File: config.mk
export PLATFORM = sky130hd
export DESIGN_NAME = pc_fetch
export DESIGN_NICKNAME = d
export VERILOG_FILES = /design/src/rtl/pc_fetch_pkg.sv /design/src/rtl/pc_fetch_retire_counter.sv /design/src/rtl/pc_fetch.sv
export SDC_FILE = /design/constraint.sdc
export NUM_CORES = 1
export LEC_CHECK = 0
export CAP_MARGIN = 0
export CORE_MARGIN = 2
export CORE_UTILIZATION = 42
export CTS_CLUSTER_SIZE = 12
export DETAILED_ROUTE_END_ITERATION = 8
export GPL_ROUTABILITY_DRIVEN = 0
export HOLD_SLACK_MARGIN = 0.1
export PLACE_DENSITY = 0.86
export SLEW_MARGIN = 20
export SYNTH_ARGS = -nofsm -noshare
export SYNTH_HDL_FRONTEND = slang
export SYNTH_SLANG_ARGS = --single-unit
export TNS_END_PERCENT = 5
File: constraint.sdc
create_clock -name clk -period 3.53 [get_ports clk]
set_input_delay 0.5295 -clock clk [delete_from_list [all_inputs] [get_ports clk]]
set_output_delay 0.5295 -clock clk [all_outputs]
set_load 0.02 [all_outputs]
File: src/rtl/pc_fetch_pkg.sv
// pc_fetch_pkg: shared PC-source encodings, vector addresses and instruction field positions.
package pc_fetch_pkg;
    typedef enum logic [1:0] {
        PC_SRC_VEC0  = 2'b00,
        PC_SRC_VEC1  = 2'b01,
        PC_SRC_REG   = 2'b10,
        PC_SRC_STACK = 2'b11
    } pc_src_e;
    localparam int VEC0_ADDR  = 0;
    localparam int VEC1_ADDR  = 1;
    localparam int OPCODE_LSB = 4;
    localparam int OPCODE_W   = 4;
    localparam int BRX_LSB    = 2;
    localparam int RA_LSB     = 2;
    localparam int RB_LSB     = 0;
    localparam int REG_W      = 2;
    localparam int CNT_W      = 16;
endpackage

File: src/rtl/pc_fetch_retire_counter.sv
// retire_counter: saturating count of retired instructions.
module retire_counter
    import pc_fetch_pkg::*;
(
    input  logic             clk,
    input  logic             reset_n,
    input  logic             inc,
    output logic [CNT_W-1:0] cnt
);
    always_ff @(posedge clk)
        cnt <= !reset_n ? '0 : (inc && cnt != '1) ? cnt + CNT_W'(1) : cnt;
endmodule

File: src/rtl/pc_fetch.sv
// pc_fetch: PC register, sequential/load address mux and ir/imm fetch registers; PC_FETCH_RETIRE_CNT_EN adds instr_cnt.
module pc_fetch
    import pc_fetch_pkg::*;
#(
    parameter int ADDR_W = 8,
    parameter int DATA_W = 8
) (
    input  logic              clk,
    input  logic              reset_n,
    input  logic              pc_en,
    input  logic              pc_load,
    input  logic              byte_sel,
    input  logic              if_en,
    input  logic              instr_done,
    input  logic [1:0]        pc_src,
    input  logic [ADDR_W-1:0] rb_val,
    input  logic [ADDR_W-1:0] stack_data,
    output logic [ADDR_W-1:0] imem_addr,
    input  logic [DATA_W-1:0] imem_rdata,
    output logic [ADDR_W-1:0] pc,
    output logic [ADDR_W-1:0] ret_addr,
    output logic [DATA_W-1:0] ir,
    output logic [DATA_W-1:0] imm,
    output logic [OPCODE_W-1:0] opcode,
    output logic [REG_W-1:0]  brx,
    output logic [REG_W-1:0]  ra,
    output logic [REG_W-1:0]  rb
`ifdef PC_FETCH_RETIRE_CNT_EN
    ,
    output logic [CNT_W-1:0]  instr_cnt
`endif
);
    logic [ADDR_W-1:0] seq_addr;
    logic [ADDR_W-1:0] load_val;
    logic              fetch;
    always_comb begin
        ret_addr  = pc + ADDR_W'(1);
        seq_addr  = pc_en ? ret_addr : pc;
        imem_addr = (pc_load && pc_src == PC_SRC_VEC0) ? ADDR_W'(VEC0_ADDR) :
                    (pc_load && pc_src == PC_SRC_VEC1) ? ADDR_W'(VEC1_ADDR) : seq_addr;
        load_val  = (pc_src == PC_SRC_STACK) ? stack_data :
                    (pc_src == PC_SRC_REG)   ? rb_val : ADDR_W'(imem_rdata);
        fetch     = if_en && !pc_load;
    end
    always_ff @(posedge clk) begin
        if (!reset_n) begin
            pc  <= '0;
            ir  <= '0;
            imm <= '0;
        end else begin
            if (pc_en)
                pc <= pc_load ? load_val : seq_addr;
            if (fetch && !byte_sel)
                ir <= imem_rdata;
            if (fetch && byte_sel)
                imm <= imem_rdata;
        end
    end
    assign opcode = ir[OPCODE_LSB +: OPCODE_W];
    assign brx    = ir[BRX_LSB +: REG_W];
    assign ra     = ir[RA_LSB +: REG_W];
    assign rb     = ir[RB_LSB +: REG_W];
`ifdef PC_FETCH_RETIRE_CNT_EN
    retire_counter u_retire_counter (
        .clk     (clk),
        .reset_n (reset_n),
        .inc     (instr_done),
        .cnt     (instr_cnt)
    );
`else
    logic unused_done;
    assign unused_done = instr_done;
`endif
endmodule

==> results_dict.tcl, run 1 <==
set metrics [dict create \
    num-nets-final 280 \
    detailed_place.area_sq_um 2257 \
    route.detailed.vias_per_inst 5.131 \
    ys_async_sr_fraction 0 \
    synth.area.top_cells "dfxtp_1 31%, mux2i_1 17%, nor2_1 6.6%" \
    synth_most_common_cell "nor2_1" \
    die_area_sq_um 4133 \
    worstPathMaxFanout 7 \
    leading_cell_types_by_count_after_synthesis "27 x nor2_1, 26 x mux2i_1, 24 x dfxtp_1" \
    clk_root_buffer_cell "clkbuf_4" \
    drive_gt1_frac 0.05306 \
    cellLeakagePower_nw 0.9313 \
    synth_area_sq_um 1526 \
    power_w 0.0007085 \
    grtUsageMet3 0.05986 \
    drtPass1Iterations 5 \
    global_routing_s_busiest_layer "met2" \
    mappedNetlistNets 215 \
    finalMaxSlewViolations 0 \
    grt_usage 0.1945 \
    port_buffers 81 \
    design.core.area_sq_um 3416 \
    clock_tree.buffer_depth 2 \
    synth_sequential_area_ratio 0.3148 \
    synth_xor_area_frac 0.07459 \
    worst_ep_arrival_time_ps 2370 \
    detailed_route_wire_length_per_cell_microns 13.23 \
    timing.slew.headroom 0.5208 \
    vdd_drop_max_mv 0.2178 \
    crit_required_ps 3000 \
    timing_worst_slew_pin_value_ps 718.0 \
    placement_rows 21 \
    cts.repair_timing.setup_buffer_count 0 \
    wirelength_microns 3850 \
    clkLatencyLatePin_ps 320 \
    route.antenna.remaining_nets 0 \
    ys.warnings.count 0 \
    cts.sinks 24 \
    synth-edff-count 0 \
    cts-hold-fix-buffers 0 \
    chipWidth_microns 64.29 \
    detailedPlacementHpwl_microns 2963 \
    pin_count_of_the_biggest_net_entering_global_routing 24 \
    finalInstanceArea_sq_um 2310 \
    grt.overflow.total 0 \
    post_synth_fa_ha_maj_area_fraction 0.008197 \
    post_route_minimum_period_ps 2902 \
    criticalPathCategory "reg2out" \
    clock_tree_from_tritoncts "yes" \
    cts_resized 0 \
    synthSimpleGateAreaFrac 0.1770 \
    count_of_max_cap_constraint_violations 0 \
    cts_buffers 3 \
    timing.fmax_mhz 344.6 \
    setup_total_negative_slack_ps 0 \
    synthFlopType "dfxtp_1" \
    clkSlewWorstSetupHoldPaths_ps 140 \
    post-route-drc-count 0 \
    finalHoldViolations 0 \
    rsz0062_at_grt "no" \
    synth_mux_area_frac 0.1705 \
    vias 1493 \
    i_o_pin_total 83 \
    post-synth-top-area-cell "dfxtp_1" \
    pwr_density_cell_nw_per_um2 306.7 \
    wire_length_of_the_first_global_routing_pass_microns 6472 \
    cp-start-kind "flip-flop" \
    holdCritPathClass "reg2reg" \
    fin_skew_ps 10.17 \
    synth_area_per_cell_sq_um 8.434 \
    synth_top_family_by_area "simple AND/OR/NAND/NOR gates" \
    syn2layout_area_growth_pct 51.31 \
    use_met1 0.2161 \
    dr.first_iter.drc_count 42 \
    setup_viol_count_final 0 \
    antenna_found_initial 0 \
    yosys.area.top_type_share 0.3148 \
    grt.met2_usage 0.3581 \
    synth-compound-area-share 0.1279 \
    ctsHtreeMaxLevel 1 \
    via_count_of_the_first_global_routing_pass 1460 \
    ant_diodes 0 \
    fp.dieH_microns 64.29 \
    post_synth_num_cell_types 30 \
    netlist_instances 181 \
    worstSetupEndpointType "output port" \
    run_status "finished, final reports clean" \
    fin_worst_hold_slack_ps 512.4 \
    fin_crit_share 0.8220 \
    ys_seq_elements 24 \
    start_util 0.4469 \
]
[where the power goes]
group	total, W	switching (W)	internal [W]
clock	0.000199	0.0000837	0.000115
sequential	0.000300	0.0000170	0.000283
combinational	0.000210	0.0000985	0.000111
[layout by cell type, fill, tap and decap left out, types with 2 or more instances in the layout]
cell type        instances
clkbuf_4                 3
nor3b_1                  2
dfxtp_1                 24
a31oi_1                  4
or3_1                    3
nand2_1                 11
inv_1                    3
xor2_1                   9
o21ai_0                  9
xnor2_1                  4
clkdlybuf4s50_1         81
a22oi_1                  2
nor2_1                  27
nand3_1                  3
mux2i_1                 26
and3_1                   2
o2111ai_1                6
a21oi_1                 10
buf_4                    6
[critical path, cell delays in order, from the launching register on]
cell	delay, ps
dfxtp_1	500
ha_1	280
and3_2	280
nand4_1	130
xor2_1	170
nor2_1	90
clkdlybuf4s50_1	600
[metal layers]
layer | vias to the layer above | wire [microns]
li1 | 743 | -
met1 | 694 | 1595
met2 | 52 | 1962
met3 | 4 | 259
met4 | 0 | 33
met5 | - | 0
[layout make-up]
class                           instances  area (sq um)
Clock inverter                          1         30.03
Timing Repair Buffer                   87         855.8
Clock buffer                            3         22.52
Multi-Input combinational cell        127         852.1
Sequential cell                        24         480.5
Tap cell                               46         57.56
Fill cell                             292          1106
Inverter                                3         11.26
[registers in the layout (all words and copies together), names as in the netlist]
name  count
imm       8
ir        8
pc        8
[logic make-up (layout without fill, tap and decap cells)]
| logic type | count (synthesis) | in the layout |
|---|---|---|
| AOI/OAI and AO/OA | 32 | 32 |
| DFF | 24 | 24 |
| muxes | 26 | 26 |
| and+or+nand+nor | 55 | 55 |
| buffers and inverters | 30 | 94 |
| adders and majority gates | 1 | 1 |
| xor gates and xnor gates | 13 | 13 |
[metrics by stage]
step | util | worst slack (ps) | instances
finish | 0.6762 | 628.2 | 291
global route | 0.6762 | 464.4 | 291
CTS | 0.6762 | 614.1 | 291
detailed placement | 0.6608 | 678.3 | 287
global placement | 0.6608 | 676.5 | 287
floorplan | - | 1360 | 181
[final timing paths]
kind                            slack, ps           startpoint             endpoint  cells past startpoint
worst max-delay path                  630   pc[0]$_SDFFE_PN0P_         imem_addr[6]                      6
worst min-delay path                  510  imm[4]$_SDFFE_PN0P_  imm[4]$_SDFFE_PN0P_                      2
worst max register to register       1730   pc[0]$_SDFFE_PN0P_   pc[6]$_SDFFE_PN0P_                      5
worst min register to register        510  imm[4]$_SDFFE_PN0P_  imm[4]$_SDFFE_PN0P_                      2
No activity file was read; power rests on OpenSTA's default activity.
==> inputs of run 2 (changes only) <==
--- a/config.mk
+++ b/config.mk
@@ -7,12 +7,12 @@
 export LEC_CHECK = 0
 export CAP_MARGIN = 0
 export CORE_MARGIN = 2
-export CORE_UTILIZATION = 42
+export CORE_UTILIZATION = 35
 export CTS_CLUSTER_SIZE = 12
 export DETAILED_ROUTE_END_ITERATION = 8
 export GPL_ROUTABILITY_DRIVEN = 0
 export HOLD_SLACK_MARGIN = 0.1
-export PLACE_DENSITY = 0.86
+export PLACE_DENSITY = 0.76
 export SLEW_MARGIN = 20
 export SYNTH_ARGS = -nofsm -noshare
 export SYNTH_HDL_FRONTEND = slang
==> constraint.sdc (replaced) <==
create_clock -name clk -period 2.6 [get_ports clk]
set_input_delay 0.39 -clock clk [delete_from_list [all_inputs] [get_ports clk]]
set_output_delay 0.39 -clock clk [all_outputs]
set_load 0.02 [all_outputs]
==> results_dict.tcl, run 2 (synthesis gave the netlist of run 1 again) <==
set metrics [dict create \
    run_status "finished, final reports clean" \
    holdCritPathClass "reg2reg" \
    min_delay_worst_endpoint "imm[0]$_SDFFE_PN0P_" \
    clock_tree_from_tritoncts "yes" \
    cp_common_cell "clkdlybuf4s50_1" \
    worstSetupEndpointType "output port" \
    criticalPathCategory "in2out" \
    cts.repair_timing.setup_buffer_count 0 \
    cts_resized 0 \
    route.antenna.remaining_nets 0 \
    clkPwrFrac 0.317 \
    power_w 0.001029 \
    hold_path_depth 2 \
    finalHoldViolations 0 \
    setup_viol_count_final 0 \
    timing.slew.headroom 0.5299 \
    clock_tree.buffer_depth 2 \
    ctsHtreeMaxLevel 1 \
    cts-hold-fix-buffers 0 \
    detailed_route_wire_length_per_cell_microns 13.53 \
    fin_util 0.5628 \
    wirelength_microns 4112 \
    critical-path-max-stage-delay_ps 600 \
    dr.first_iter.drc_count 37 \
    crit_required_ps 2210 \
    drive_gt1_frac 0.08730 \
    sw_frac_of_total 0.2718 \
    post-route-drc-count 0 \
    route.detailed.vias_per_inst 4.875 \
    syn2layout_area_growth_pct 57.21 \
    pwr_density_cell_nw_per_um2 428.6 \
    fp.dieH_microns 70.04 \
    worst_ep_arrival_time_ps 2060 \
    cp-start-kind "input pin" \
    power.share.sequential 0.388 \
    worstReg2RegStart "pc[0]$_SDFFE_PN0P_" \
    drtPass1Iterations 4 \
    detailed_place.area_sq_um 2322 \
    detailedPlacementHpwl_microns 3275 \
    cts.sinks 24 \
    mostFrequentLayoutCell "clkdlybuf4s50_1" \
    timing.fmax_mhz 408.3 \
    fin_skew_ps 1.114 \
    clkSlewWorstSetupHoldPaths_ps 90 \
    reg2reg_depth 5 \
    vdd_drop_max_mv 0.2224 \
    vias 1482 \
    design.core.area_sq_um 4264 \
    cts_buffers 3 \
    highest_count_cells_in_the_layout_ignoring_fill_and_taps "79 x clkdlybuf4s50_1, 27 x nor2_1, 26 x mux2i_1" \
    hold_path.startpoint "imm[0]$_SDFFE_PN0P_" \
    placement_rows 24 \
    crit-reg2reg-capture "pc[6]$_SDFFE_PN0P_" \
    port_buffers 81 \
    setup.reg_to_reg.worst_slack_ps 1010 \
    internal-power_w 0.0007490 \
    num-nets-final 287 \
    via_count_of_the_first_global_routing_pass 1431 \
    ant_diodes 0 \
    i_o_pin_total 83 \
    grt.overflow.total 0 \
    pre_cts_slack_ps 149.5 \
    crit_buf_inv 3 \
    worstPathMaxFanout 6 \
    finalInstanceArea_sq_um 2400 \
    logic_pwr_share 0.295 \
    post_route_minimum_period_ps 2449 \
    antenna_found_initial 0 \
    timing_worst_slew_pin_value_ps 704.3 \
    rsz0062_at_grt "no" \
    finalMaxSlewViolations 0 \
    setup_total_negative_slack_ps 0 \
    grt_usage 0.1679 \
    largest_registers "imm x8, ir x8, pc x8" \
    switchingPower_w 0.0002796 \
    count_of_max_cap_constraint_violations 0 \
    post-route-worst-setup-slack_ps 150.7 \
    timing.critical_path.max_delay_family "buffers and inverters" \
    start_util 0.3580 \
    clk_root_buffer_cell "clkbuf_8" \
    chipWidth_microns 70.04 \
    cellLeakagePower_nw 1.011 \
    crit_slowest_cell "clkdlybuf4s50_1" \
    path_cells "clkdlybuf4s50_1, buf_4, nand2_1, xor2_1, nor2_1, clkdlybuf4s50_1" \
    die_area_sq_um 4906 \
    fin_crit_share 0.9421 \
    clkLatencyLatePin_ps 260 \
    pin_count_of_the_biggest_net_entering_global_routing 24 \
    wire_length_of_the_first_global_routing_pass_microns 6679 \
]
## run 2: how the worst max path moves through the flow
| stage | startpoint | endpoint | slack [ps] | cells past startpoint |
|---|---|---|---|---|
| 3_5_place_dp | pc_en | imem_addr[3] | 150 | 6 |
| 4_1_cts | pc[0]$_SDFFE_PN0P_ | imem_addr[6] | 50 | 6 |
| 5_1_grt | pc[3]$_SDFFE_PN0P_ | imem_addr[5] | 30 | 5 |
| 6_report | pc_en | imem_addr[3] | 150 | 6 |
| 2_1_floorplan | pc[0]$_SDFFE_PN0P_ | imem_addr[6] | 570 | 6 |
| 3_3_place_gp | pc_en | imem_addr[3] | 160 | 6 |
## run 2: power groups by stage
stage,sequential (W),combinational [W],clock [W]
CTS,0.000400,0.000307,0.000338
floorplan,0.000427,0.000137,0
global route,0.000402,0.000324,0.000356
global placement,0.000407,0.000303,0
finish,0.000399,0.000303,0.000326
detailed placement,0.000408,0.000306,0
## run 2: layout make-up
cell class / instances / area, sq um
Fill cell: 418 / 1864
Timing Repair Buffer: 94 / 913.4
Multi-Input combinational cell: 127 / 858.3
Sequential cell: 24 / 480.5
Tap cell: 52 / 65.06
Clock buffer: 3 / 41.29
Clock inverter: 1 / 30.03
Inverter: 3 / 11.26
## run 2: tightest hold or removal path, stage by stage (launching register included)
cell     delay [ps]
dfxtp_1         330
mux2i_1          70
nor2_1           80
## run 2: metal layers
| layer | track usage | routed length [microns] | up-vias |
|---|---|---|---|
| met5 | 0 | 0 | - |
| li1 | - | - | 757 |
| met3 | 0.03463 | 249 | 2 |
| met4 | 0.03205 | 18 | 0 |
| met1 | 0.1941 | 1716 | 679 |
| met2 | 0.3175 | 2128 | 44 |
## run 2: metrics by stage
stage / hold slack (ps) / std cells
5_1_grt: 541.2 / 304
3_3_place_gp: 476.0 / 300
2_1_floorplan: 528.4 / 181
6_report: 504.4 / 304
3_5_place_dp: 485.1 / 300
4_1_cts: 511.5 / 304
